[config.mk]
export PLATFORM = sky130hd
export DESIGN_NAME = div_ctrl
export DESIGN_NICKNAME = d
export VERILOG_FILES = /design/src/rtl/div_ctrl_pkg.sv /design/src/rtl/div_chan_tracker.sv /design/src/rtl/div_ctrl.sv
export SDC_FILE = /design/constraint.sdc
export NUM_CORES = 1
export LEC_CHECK = 0
export CORE_ASPECT_RATIO = 1.2
export CORE_MARGIN = 8
export CORE_UTILIZATION = 40
export CTS_BUF_LIST = sky130_fd_sc_hd__clkbuf_4 sky130_fd_sc_hd__clkbuf_8 sky130_fd_sc_hd__clkbuf_16
export DETAILED_ROUTE_END_ITERATION = 10
export PLACE_DENSITY = 0.91
export SYNTH_ARGS = -nofsm -noshare
export SYNTH_HDL_FRONTEND = slang
export SYNTH_SLANG_ARGS = --single-unit
[constraint.sdc]
create_clock -name clk -period 3.41 [get_ports clk]
set_clock_uncertainty 0.1 [all_clocks]
set_input_delay 0.8525 -clock clk [delete_from_list [all_inputs] [get_ports clk]]
set_output_delay 0.8525 -clock clk [all_outputs]
set_load 0.1 [all_outputs]
[src/rtl/div_ctrl_pkg.sv]
// Shared types and helpers for the DIV/DIVU sequencer: FSM encoding, widths,
// result slicing and per-IP one-hot routing.
package div_ctrl_pkg;

  localparam int DIV_OP_WD  = 32;
  localparam int DIV_RES_WD = 64;

  typedef enum logic [2:0] {
    ST_IDLE  = 3'd0,
    ST_SEND  = 3'd1,
    ST_WAIT  = 3'd2,
    ST_DONE  = 3'd3,
    ST_DRAIN = 3'd4
  } div_state_e;

  // IP result layout is {quotient, remainder}
  function automatic logic [DIV_OP_WD-1:0] quot_of(input logic [DIV_RES_WD-1:0] res);
    return res[63:32];
  endfunction

  function automatic logic [DIV_OP_WD-1:0] rem_of(input logic [DIV_RES_WD-1:0] res);
    return res[31:0];
  endfunction

  // Bit 1 addresses the signed IP, bit 0 the unsigned IP
  function automatic logic [1:0] sel_onehot(input logic sel, input logic val);
    return sel ? {val, 1'b0} : {1'b0, val};
  endfunction

endpackage

[src/rtl/div_chan_tracker.sv]
// One AXI-Stream operand channel: raises tvalid while sending until its
// handshake, then remembers that the beat has been delivered.
module div_chan_tracker (
  input  logic clk,
  input  logic reset,
  input  logic start,
  input  logic active,
  input  logic tready,
  output logic tvalid,
  output logic done
);

  logic sent_reg;

  assign tvalid = active & ~sent_reg;
  // done includes a handshake happening in the current cycle
  assign done   = sent_reg | (tvalid & tready);

  always_ff @(posedge clk) begin
    if (reset || start) begin
      sent_reg <= 1'b0;
    end else if (tvalid && tready) begin
      sent_reg <= 1'b1;
    end
  end

endmodule

[src/rtl/div_ctrl.sv]
// Sequencer for the signed/unsigned divider IP pair: sends latched operands,
// captures and holds the result, and drains results of cancelled requests.
module div_ctrl
  import div_ctrl_pkg::*;
(
  input  logic                  clk,
  input  logic                  reset,
  input  logic                  req_valid,
  input  logic                  req_signed,
  input  logic [DIV_OP_WD-1:0]  req_dividend,
  input  logic [DIV_OP_WD-1:0]  req_divisor,
  input  logic                  cancel,
  input  logic                  res_accept,
  output logic                  res_valid,
  output logic [DIV_OP_WD-1:0]  res_quot,
  output logic [DIV_OP_WD-1:0]  res_rem,
  output logic                  busy,
  output logic [1:0]            s_dvd_tvalid,
  output logic [1:0]            s_dvs_tvalid,
  input  logic [1:0]            s_dvd_tready,
  input  logic [1:0]            s_dvs_tready,
  output logic [DIV_OP_WD-1:0]  s_dvd_tdata,
  output logic [DIV_OP_WD-1:0]  s_dvs_tdata,
  input  logic [1:0]            m_dout_tvalid,
  input  logic [DIV_RES_WD-1:0] m_dout_tdata_s,
  input  logic [DIV_RES_WD-1:0] m_dout_tdata_u
);

  div_state_e            state_reg;
  logic                  sel_reg;
  logic                  cancel_pend_reg;
  logic [DIV_OP_WD-1:0]  dvd_reg;
  logic [DIV_OP_WD-1:0]  dvs_reg;
  logic [DIV_RES_WD-1:0] res_reg;

  logic                  start_req;
  logic                  in_send;
  logic                  dout_sel;
  logic [DIV_RES_WD-1:0] dout_data;
  logic [DIV_RES_WD-1:0] res_data;
  logic [1:0]            chan_tready;
  logic [1:0]            chan_tvalid;
  logic [1:0]            chan_done;

  assign start_req = (state_reg == ST_IDLE) & req_valid & ~cancel;
  assign in_send   = (state_reg == ST_SEND);

  // Only the selected IP's channels and result are ever looked at
  assign chan_tready[0] = sel_reg ? s_dvd_tready[1] : s_dvd_tready[0];
  assign chan_tready[1] = sel_reg ? s_dvs_tready[1] : s_dvs_tready[0];
  assign dout_sel       = sel_reg ? m_dout_tvalid[1] : m_dout_tvalid[0];
  assign dout_data      = sel_reg ? m_dout_tdata_s : m_dout_tdata_u;

  // Channel 0 carries the dividend, channel 1 the divisor
  genvar gi;
  generate
    for (gi = 0; gi < 2; gi++) begin : g_chan
      div_chan_tracker u_trk (
        .clk    (clk),
        .reset  (reset),
        .start  (start_req),
        .active (in_send),
        .tready (chan_tready[gi]),
        .tvalid (chan_tvalid[gi]),
        .done   (chan_done[gi])
      );
    end
  endgenerate

  assign s_dvd_tvalid = sel_onehot(sel_reg, chan_tvalid[0]);
  assign s_dvs_tvalid = sel_onehot(sel_reg, chan_tvalid[1]);
  assign s_dvd_tdata  = dvd_reg;
  assign s_dvs_tdata  = dvs_reg;

  // In WAIT the arriving result is forwarded so res_valid costs no extra cycle
  assign res_data  = (state_reg == ST_WAIT) ? dout_data : res_reg;
  assign res_quot  = quot_of(res_data);
  assign res_rem   = rem_of(res_data);
  assign res_valid = (state_reg == ST_DONE) |
                     ((state_reg == ST_WAIT) & dout_sel & ~cancel);
  assign busy      = (state_reg != ST_IDLE);

  always_ff @(posedge clk) begin
    if (reset) begin
      state_reg       <= ST_IDLE;
      sel_reg         <= 1'b0;
      cancel_pend_reg <= 1'b0;
      dvd_reg         <= '0;
      dvs_reg         <= '0;
      res_reg         <= '0;
    end else begin
      case (state_reg)
        ST_IDLE: begin
          if (start_req) begin
            dvd_reg         <= req_dividend;
            dvs_reg         <= req_divisor;
            sel_reg         <= req_signed;
            cancel_pend_reg <= 1'b0;
            state_reg       <= ST_SEND;
          end
        end
        ST_SEND: begin
          if (chan_done[0] && chan_done[1]) begin
            state_reg <= (cancel_pend_reg || cancel) ? ST_DRAIN : ST_WAIT;
          end else if (cancel) begin
            // Once any beat reached the IP a result will come and must be drained
            if (!chan_done[0] && !chan_done[1]) begin
              state_reg <= ST_IDLE;
            end else begin
              cancel_pend_reg <= 1'b1;
            end
          end
        end
        ST_WAIT: begin
          if (cancel) begin
            state_reg <= dout_sel ? ST_IDLE : ST_DRAIN;
          end else if (dout_sel) begin
            res_reg   <= dout_data;
            state_reg <= res_accept ? ST_IDLE : ST_DONE;
          end
        end
        ST_DONE: begin
          if (cancel || res_accept) begin
            state_reg <= ST_IDLE;
          end
        end
        ST_DRAIN: begin
          if (dout_sel) begin
            state_reg <= ST_IDLE;
          end
        end
        default: state_reg <= ST_IDLE;
      endcase
    end
  end

endmodule

After elaboration in Yosys (flattened, before gate mapping)
Cells that the tools add are included.
{"block": "word_totals", "ff_bits": 135, "in_bits": 204, "out_inout_bits": 134, "elab_cells": 75}
{"block": "classes", "eq_ne": 13, "muxes": 24, "bitwise_logic": 14, "n_reduce_logical": 16}
{"cell": "2-to-1 mux 64 bit", "count": 2}
{"cell": "2-to-1 mux 3 bit", "count": 10}
{"cell": "one-hot mux 3 bit (5 select lines)", "count": 1}
{"cell": "!= test 3 bit, second input constant", "count": 3}
{"cell": "bitwise AND 1 bit", "count": 8}
{"cell": "!= test 2 bit, second input constant", "count": 4}
{"cell": "2-to-1 mux 1 bit", "count": 7}
{"cell": "== test 3 x 2 -> 1 bit, second input constant", "count": 2}
{"cell": "2-to-1 mux 2 bit", "count": 3}
{"cell": "AND reduction 6 bit", "count": 1}
{"cell": "AND reduction 5 bit", "count": 1}
{"cell": "logical AND 1 bit", "count": 4}
{"cell": "!= test 2 x 1 -> 1 bit, second input constant", "count": 2}
{"cell": "== test 3 x 1 -> 1 bit, second input constant", "count": 1}
{"cell": "== test 3 bit, second input constant", "count": 1}
{"cell": "zero test 3 bit", "count": 1}
{"cell": "logical OR 1 bit", "count": 3}
{"cell": "inverter 1 bit", "count": 3}
{"cell": "OR 1 bit", "count": 3}
{"cell": "AND reduction 3 bit", "count": 1}
{"cell": "nonzero test 3 bit", "count": 1}
{"cell": "zero test 1 bit", "count": 2}
{"cell": "one-hot mux 1 bit (2 select lines)", "count": 1}
{"cell": "AND reduction 2 bit", "count": 1}
{"cell": "nonzero test 2 bit", "count": 1}

Logic depth before layout (Yosys ltp)
Gate-level depths: netlist of the first run.
{"block": "depth", "word_depth": 10, "mapped_depth": 9, "depth_no_buf": 8}

Cells and area by module
Synthesis of the first run repeated with hierarchy kept, for this count alone.
{"block": "hier_totals", "cells_unflattened": 768, "area_unflattened_um2": 6373.6}
{"mod": "div_ctrl", "instances": 1, "cells_per_inst": 760, "area_each_um2": 6281.0, "seq_area_each_um2": 2662.6}
{"mod": "div_chan_tracker", "instances": 2, "cells_per_inst": 4, "area_each_um2": 46.3, "seq_area_each_um2": 20.0}

Worst setup path before layout of the first run
No wires, ideal clock.
{"block": "synth_path", "path_type": "flip-flop to output port", "startpoint": "register sel_reg", "endpoint": "output port s_dvd_tvalid[0]", "arrival_ps": 3842, "required_time_ps": 2457, "path_slack_ps": -1385, "path_stages_with_launch": 5, "n_path_buf": 3, "path_cell_list": "dfxtp_1 > buf_2 > buf_2 > buf_1 > nor4_1"}
{"block": "synth_via", "elab_chain_len": 1}
{"element": "from (decl)", "line": "div_ctrl.sv:30", "text": "logic sel_reg;"}
{"element": "from (signal assigned)", "line": "div_ctrl.sv:97", "text": "sel_reg <= req_signed;"}
{"element": "2-to-1 mux 2 bit", "line": "div_ctrl_pkg.sv:27", "text": "return sel ? {val, 1'b0} : {1'b0, val};"}
{"element": "to (decl)", "line": "div_ctrl.sv:18", "text": "output logic [1:0] s_dvd_tvalid,"}
Every way passes these cells.

Worst setup path in the final report of the first run
{"block": "layout_path", "startpoint": "register state_reg[1]", "endpoint": "output port res_rem[14]"}
{"block": "layout_via", "elab_chain_len": 2}
{"element": "from (decl)", "line": "div_ctrl.sv:29", "text": "div_state_e state_reg;"}
{"element": "from (signal assigned)", "line": "div_ctrl.sv:104", "text": "state_reg <= (cancel_pend_reg || cancel) ? ST_DRAIN : ST_WAIT;"}
{"element": "from (signal assigned)", "line": "div_ctrl.sv:116", "text": "state_reg <= dout_sel ? ST_IDLE : ST_DRAIN;"}
{"element": "from (signal assigned)", "line": "div_ctrl.sv:119", "text": "state_reg <= res_accept ? ST_IDLE : ST_DONE;"}
{"element": "== test 3 x 2 -> 1 bit", "line": "div_ctrl.sv:76", "text": "assign res_data = (state_reg == ST_WAIT) ? dout_data : res_reg;"}
{"element": "2-to-1 mux 64 bit", "line": "div_ctrl.sv:76"}
{"element": "to (decl)", "line": "div_ctrl.sv:16", "text": "output logic [DIV_OP_WD-1:0] res_rem,"}
Every way passes these cells.

==> results.md, run 1 <==
* Peak supply drop at 0.390 mV
* Highest-count cells in the layout ignoring fill and taps: sky130_fd_sc_hd__clkdlybuf4s50_1 (202), sky130_fd_sc_hd__nand2_1 (198), sky130_fd_sc_hd__dfxtp_1 (133)
* Number of setup violations in the final report at 0
* Buffering stage count on the worst path with inverters included at 3
* Clock edge transition at the registers on the reported setup and hold paths at 0.06 ns
* Power Dens Cells at 407 nW/um^2
* Die boundary height at ~150 microns
* Crit end category: output port
* Vias in the first global route at 6,954
* Mean instance size in the synthesized netlist at 8.24 sq um
* I/O pins at between 300 and 400
* Pin count of the biggest net entering global routing at 129
* Clock tree from TritonCTS: done
* Total DRC errors in the routed layout at 0
* Clock buffers created by TritonCTS at 17
* Syn_nets at 977
* Flop and latch count out of synthesis at 135
* Via count at between 6,000 and 7,000
* Transition at the pin with the smallest max-transition slack at roughly 0.65 ns
* Met3 routed WL at 2.69 mm
* Cell variety after synth at 33
* Clock Tree Root: sky130_fd_sc_hd__clkbuf_16
* Detailed-routing wirelength on met1 at around 8.6 mm
* Layout overhead on the synthesized area at 76.0%
* Most common cell after layout, fill and taps aside: sky130_fd_sc_hd__clkdlybuf4s50_1
* Result of the run: complete, no violations
* Period utilization at 0.947
* Placement row count at 50
* Leakage power summed over all cells at 4.03 nW
* Synthesized cell area at between 6000 and 7000 sq um
* Total of buffers placed on input and output ports at 337
* Fraction of layout cells with a size suffix above 1 at 0.263
* Critical Path Source Type: flop
* Die outline area at 20,200 sq um
* Max Root-Sink Buffers at 2
* Kind of cell adding the most delay to the critical path: buffers and inverters
* Antenna violations before repair at 1
* CP required at 2.46 ns
* Average detailed-routed wire length per instance at 18.3 microns
* Largest fanout on the critical path at 22
* First-pass GRT wire length at between 30 and 40 mm
* Horizontal die dimension at 131 microns
* Final hold violations at 0
* Highest metal layer with signal wires: met4
* Post-layout min period at 3.23 ns
* Number of max-cap violations at 0
* DR pass1 iterations at 5
* Crit-path max cell delay at 0.57 ns
* Total number of yosys warnings at 0
* Starting Density at 0.408
* Iteration-0 DRC Markers at approximately 380
* Detailed Route WL at between 20 and 25 mm
* Num Clock Sinks at about 140
* Hold path start: s_dvd_tdata[23]
* Clock network latency to the later pin of the worst-skew pair at roughly 0.41 ns
* Flip-flop cell with the highest count after synthesis: sky130_fd_sc_hd__dfxtp_1
* Syn Inst Count at 771
* Count of antenna-violating nets left after detailed routing at 0
* Startpoint of the most critical register-to-register path: sel_reg
* Number of synthesized flops with an enable pin at 0
* Met2 layer wire length in the routed design at around 12 mm
* Gr ovfl total at 0
* Aggregate negative setup slack at 0 ns
* Sequential cell area fraction in the yosys report at 0.425
* Via density per instance at between 5 and 6
* Routability cong. at between 0.7 and 0.8
* Number of flip-flops in the largest register at 64
* Post-CTS Setup Repair Bufs at 0
* DP HPWL at between 15 and 20 mm
* Worst-case headroom to the max-slew limit at 0.564
* Worst min-delay path class: flop to flop
* Final Max Tran Viols at 0
* Source of the critical timing path: state_reg[1]
* CTS HTree Levels at 4
* Critical Path, Cell by Cell: inv_2 > or3_4 > buf_4 > o21ai_2 > buf_12
* CP Class: flop to output port
* Worst Hold Slack at ~0.36 ns
* Slowest stage cell, crit path: sky130_fd_sc_hd__or3_4
* Max Fclk at a little over 300 MHz
* Data arrival time of the worst path at around 2.3 ns
* Setup repair after global routing missed its margin: false
* Number of buffers added to fix hold violations after cts at 0
* Core box area at 15,600 sq um
* Net count, final at ~1,300
* Async set-or-reset flop fraction in the synthesized netlist at 0
* Gr usage total at 0.229
worst paths after layout:
path | endpoint | cells past startpoint | slack (ns)
setup reg to reg | state_reg[2] | 8 | 0.58
setup / recovery | res_rem[14] | 5 | 0.18
hold reg to reg | s_dvd_tdata[23] | 2 | 0.36
hold / removal | s_dvd_tdata[23] | 2 | 0.36
stage by stage:
step / area, sq um / instances / total power, mW / worst slack [ns] / utilization
after floorplan: 6510 / 771 / 2.26 / -0.286 / -
after global placement: 10600 / 1265 / 2.65 / 0.210 / 0.677
after detailed placement: 10600 / 1265 / 2.67 / 0.145 / 0.677
after CTS: 11200 / 1298 / 4.59 / 0.138 / 0.718
after global routing: 11200 / 1299 / 4.70 / 0.0415 / 0.718
final: 11200 / 1299 / 4.55 / 0.182 / 0.718
logic make-up after synthesis:
| group | Yosys count | synth area share |
|---|---|---|
| buf+inv | 72 | 0.0549 |
| fa+ha+maj | 2 | 0.00394 |
| mux | 68 | 0.108 |
| compound gates | 205 | 0.230 |
| flops | 135 | 0.425 |
| simple gates | 289 | 0.178 |
cell type report:
class / count / area [sq um]
diodes: 1 / 2.50
clock buffers: 19 / 453
clock inverters: 13 / 168
fillers: 1072 / 4390
inverters: 4 / 15.0
multi-input cells: 565 / 3490
flip-flops and latches: 135 / 2710
well taps: 208 / 260
repair buffers: 354 / 4090
power by group:
part	internal [mW]	switching, mW
sequential	1.62	0.0368
clock	1.20	0.718
combinational	0.371	0.604
total	3.19	1.36
cell usage after synthesis, drive strengths merged (3+ instances only):
cell type / instances / area share
o21ai: 65 / 0.051
a211oi: 65 / 0.12
inv: 4 / 0.0024
nor3: 6 / 0.0055
nand2: 198 / 0.12
mux2i: 66 / 0.10
nand2b: 3 / 0.0030
clkbuf: 40 / 0.024
dfxtp: 135 / 0.43
buf: 28 / 0.029
nor2: 72 / 0.043
a21oi: 68 / 0.054
worst register-to-register path, stage by stage, from the launching register on:
cell and delay (ns):
sky130_fd_sc_hd__dfxtp_4 0.68, sky130_fd_sc_hd__mux2_2 0.40, sky130_fd_sc_hd__a21oi_1 0.26, sky130_fd_sc_hd__inv_1 0.09, sky130_fd_sc_hd__ha_1 0.22, sky130_fd_sc_hd__nor4b_1 0.41
sky130_fd_sc_hd__a211oi_1 0.12, sky130_fd_sc_hd__o221a_2 0.30, sky130_fd_sc_hd__o2bb2ai_1 0.12
timing repair:
action / CTS / global route
endpoints found under the setup margin: 18 / 0
hold endpoints to repair: 0 / 0
resized for setup: 1 / 0
layer usage:
metal  up-vias  GRT usage
met5         -          0
met4         0      0.101
met3        36      0.102
met2       277      0.394
met1      3130      0.232
li1       3263          -
No activity file was read; power rests on OpenSTA's default activity.
==> run 2, diff against run 1 <==
--- a/config.mk
+++ b/config.mk
@@ -11,6 +11,8 @@
 export CTS_BUF_LIST = sky130_fd_sc_hd__clkbuf_4 sky130_fd_sc_hd__clkbuf_8 sky130_fd_sc_hd__clkbuf_16
 export DETAILED_ROUTE_END_ITERATION = 10
 export PLACE_DENSITY = 0.91
+export RECOVER_POWER = 50
+export SETUP_SLACK_MARGIN = 0.1
 export SYNTH_ARGS = -nofsm -noshare
 export SYNTH_HDL_FRONTEND = slang
 export SYNTH_SLANG_ARGS = --single-unit
==> results.md, run 2 (synthesis gave the netlist of run 1 again) <==
* Horizontal die dimension at ~130 microns
* Vias in the first global route at about 7,000
* DR pass1 iterations at 5
* Power Dens Cells at between 300 and 400 nW/um^2
* Worst Hold Slack at 0.352 ns
* Average detailed-routed wire length per instance at between 15 and 20 microns
* Critical Path Source Type: flop
* Gr usage total at 0.226
* Antenna violations before repair at 0
* I/O pins at 338
* Number of buffers added to fix hold violations after cts at 0
* Detailed Route WL at between 20 and 25 mm
* Clock tree from TritonCTS: done
* Power dissipated by switching net loads at ~1.3 mW
* Internal portion of total power at 2.97 mW
* Cell area after placement at approximately 10,000 sq um
* Data arrival time of the worst path at approximately 2.3 ns
* R2R setup slack at between 0.5 and 0.6 ns
* Net count, final at about 1,300
* Pin count of the biggest net entering global routing at between 100 and 150
* Via count at about 6,700
* Total of buffers placed on input and output ports at roughly 340
* DP HPWL at approximately 17 mm
* Placement-stage worst setup slack at 0.106 ns
* Setup repair after global routing missed its margin: false
* Final standard cell count with taps included and fillers excluded at about 1,300
* Post-route cell area at between 10,000 and 15,000 sq um
* Clock network latency to the later pin of the worst-skew pair at about 0.42 ns
* Min-Delay Path Depth at 2
* Gr ovfl total at 0
* Placement row count at 50
* Most common cell after layout, fill and taps aside: sky130_fd_sc_hd__clkdlybuf4s50_1
* End point of the most critical hold path: s_dvd_tdata[27]
* Leakage power summed over all cells at between 3 and 4 nW
* Worst-case headroom to the max-slew limit at 0.136
* Number of cells traversed by the worst register-to-register path at 6
* Period utilization at 0.948
* Comb pwr share at 0.216
* Number of flip-flops in the largest register at 64
* Routability cong. at a little under 0.8
* Peak supply drop at 0.323 mV
* CP required at 2.46 ns
* Post-CTS Setup Repair Bufs at 0
* Clock power frac at 0.398
* Core box area at between 15,000 and 20,000 sq um
* First-pass GRT wire length at around 36 mm
* Number of setup violations in the final report at 0
* Number of max-cap violations at 0
* Result of the run: complete, no violations
* Clock buffers created by TritonCTS at 17
* Worst min-delay path class: flop to flop
* Starting Density at 0.408
* Highest-count cells in the layout ignoring fill and taps: sky130_fd_sc_hd__clkdlybuf4s50_1 (200), sky130_fd_sc_hd__nand2_1 (198), sky130_fd_sc_hd__dfxtp_1 (133)
* Layout overhead on the synthesized area at 69.5%
* Total DRC errors in the routed layout at 0
* Largest fanout on the critical path at a little under 50
* Post-placement cell count at between 1,000 and 1,500
* Switching portion of total power at 0.308
* Iteration-0 DRC Markers at about 430
* Ant diodes at 0
* Fraction of layout cells with a size suffix above 1 at 0.199
* Count of antenna-violating nets left after detailed routing at 0
* Aggregate negative setup slack at 0 ns
* Die outline area at ~20,000 sq um
* Clock Tree Root: sky130_fd_sc_hd__clkbuf_16
* Hold path start: s_dvd_tdata[27]
* Max Fclk at around 310 MHz
* Share of power burned in registers at 0.386
* CP Class: flop to output port
* Transition at the pin with the smallest max-transition slack at ~1.3 ns
* Die boundary height at roughly 150 microns
* Final hold violations at 0
* Final Max Tran Viols at 0
* Max Root-Sink Buffers at 2
* Clock edge transition at the registers on the reported setup and hold paths at approximately 0.060 ns
* Final Worst Setup Slack at ~0.18 ns
* Via density per instance at 5.21
* Crit end category: output port
* Capture point of the worst reg-to-reg path: res_reg[13]
* Post-layout min period at about 3.2 ns
* Startpoint of the most critical register-to-register path: state_reg[1]
* CTS HTree Levels at 4
* Num Clock Sinks at 135
## run 2: what timing repair did
action,4_1_cts,5_1_grt
pin swaps,1,0
gates cloned,2,0
endpoints found under the setup margin,38,2
gates resized for setup,2,1
## run 2: critical path, cell delays in order, from the launching register on
cell,delay (ns)
sky130_fd_sc_hd__dfxtp_2,0.45
sky130_fd_sc_hd__inv_2,0.14
sky130_fd_sc_hd__or3_4,0.56
sky130_fd_sc_hd__buf_12,0.25
sky130_fd_sc_hd__o21ai_2,0.22
sky130_fd_sc_hd__buf_12,0.20
## run 2: per-layer routing
layer  routed length (microns)  up-vias  global-route usage
li1                          -     3257                   -
met1                      8130     3133               0.229
met2                     12100      302               0.399
met3                      2530       49              0.0803
met4                       726        0               0.102
met5                         0        -                   0
## run 2: layout make-up
type                    count  area (sq um)
clock buffers              19           447
clock inverters            12           104
fillers                  1183          4810
inverters                   4          15.0
multi-input cells         566          3490
flip-flops and latches    135          2710
well taps                 208           260
repair buffers            349          3750
## run 2: worst max path at each step
stage / startpoint / to / slack, ns / cells past startpoint
finish: state_reg[1] / res_rem[8] / 0.18 / 5
global route: cancel / s_dvs_tdata[27] / 0.13 / 7
CTS: sel_reg / res_rem[3] / 0.15 / 4
detailed placement: s_dvs_tready[1] / state_reg[2] / 0.11 / 9
global placement: s_dvs_tready[1] / state_reg[2] / 0.24 / 9
floorplan: sel_reg / res_quot[15] / -0.29 / 5
## run 2: power by group through the flow
stage	clock network, mW	registers (mW)	logic (mW)
final	1.71	1.66	0.925
after global routing	1.81	1.66	0.972
after CTS	1.75	1.66	0.971
after detailed placement	0	1.69	0.966
after global placement	0	1.69	0.952
after floorplan	0	1.97	0.288
## run 2: metrics by stage
step,utilization,power (mW)
floorplan,-,2.26
global placement,0.673,2.64
detailed placement,0.673,2.66
CTS,0.709,4.38
global route,0.691,4.44
finish,0.691,4.29
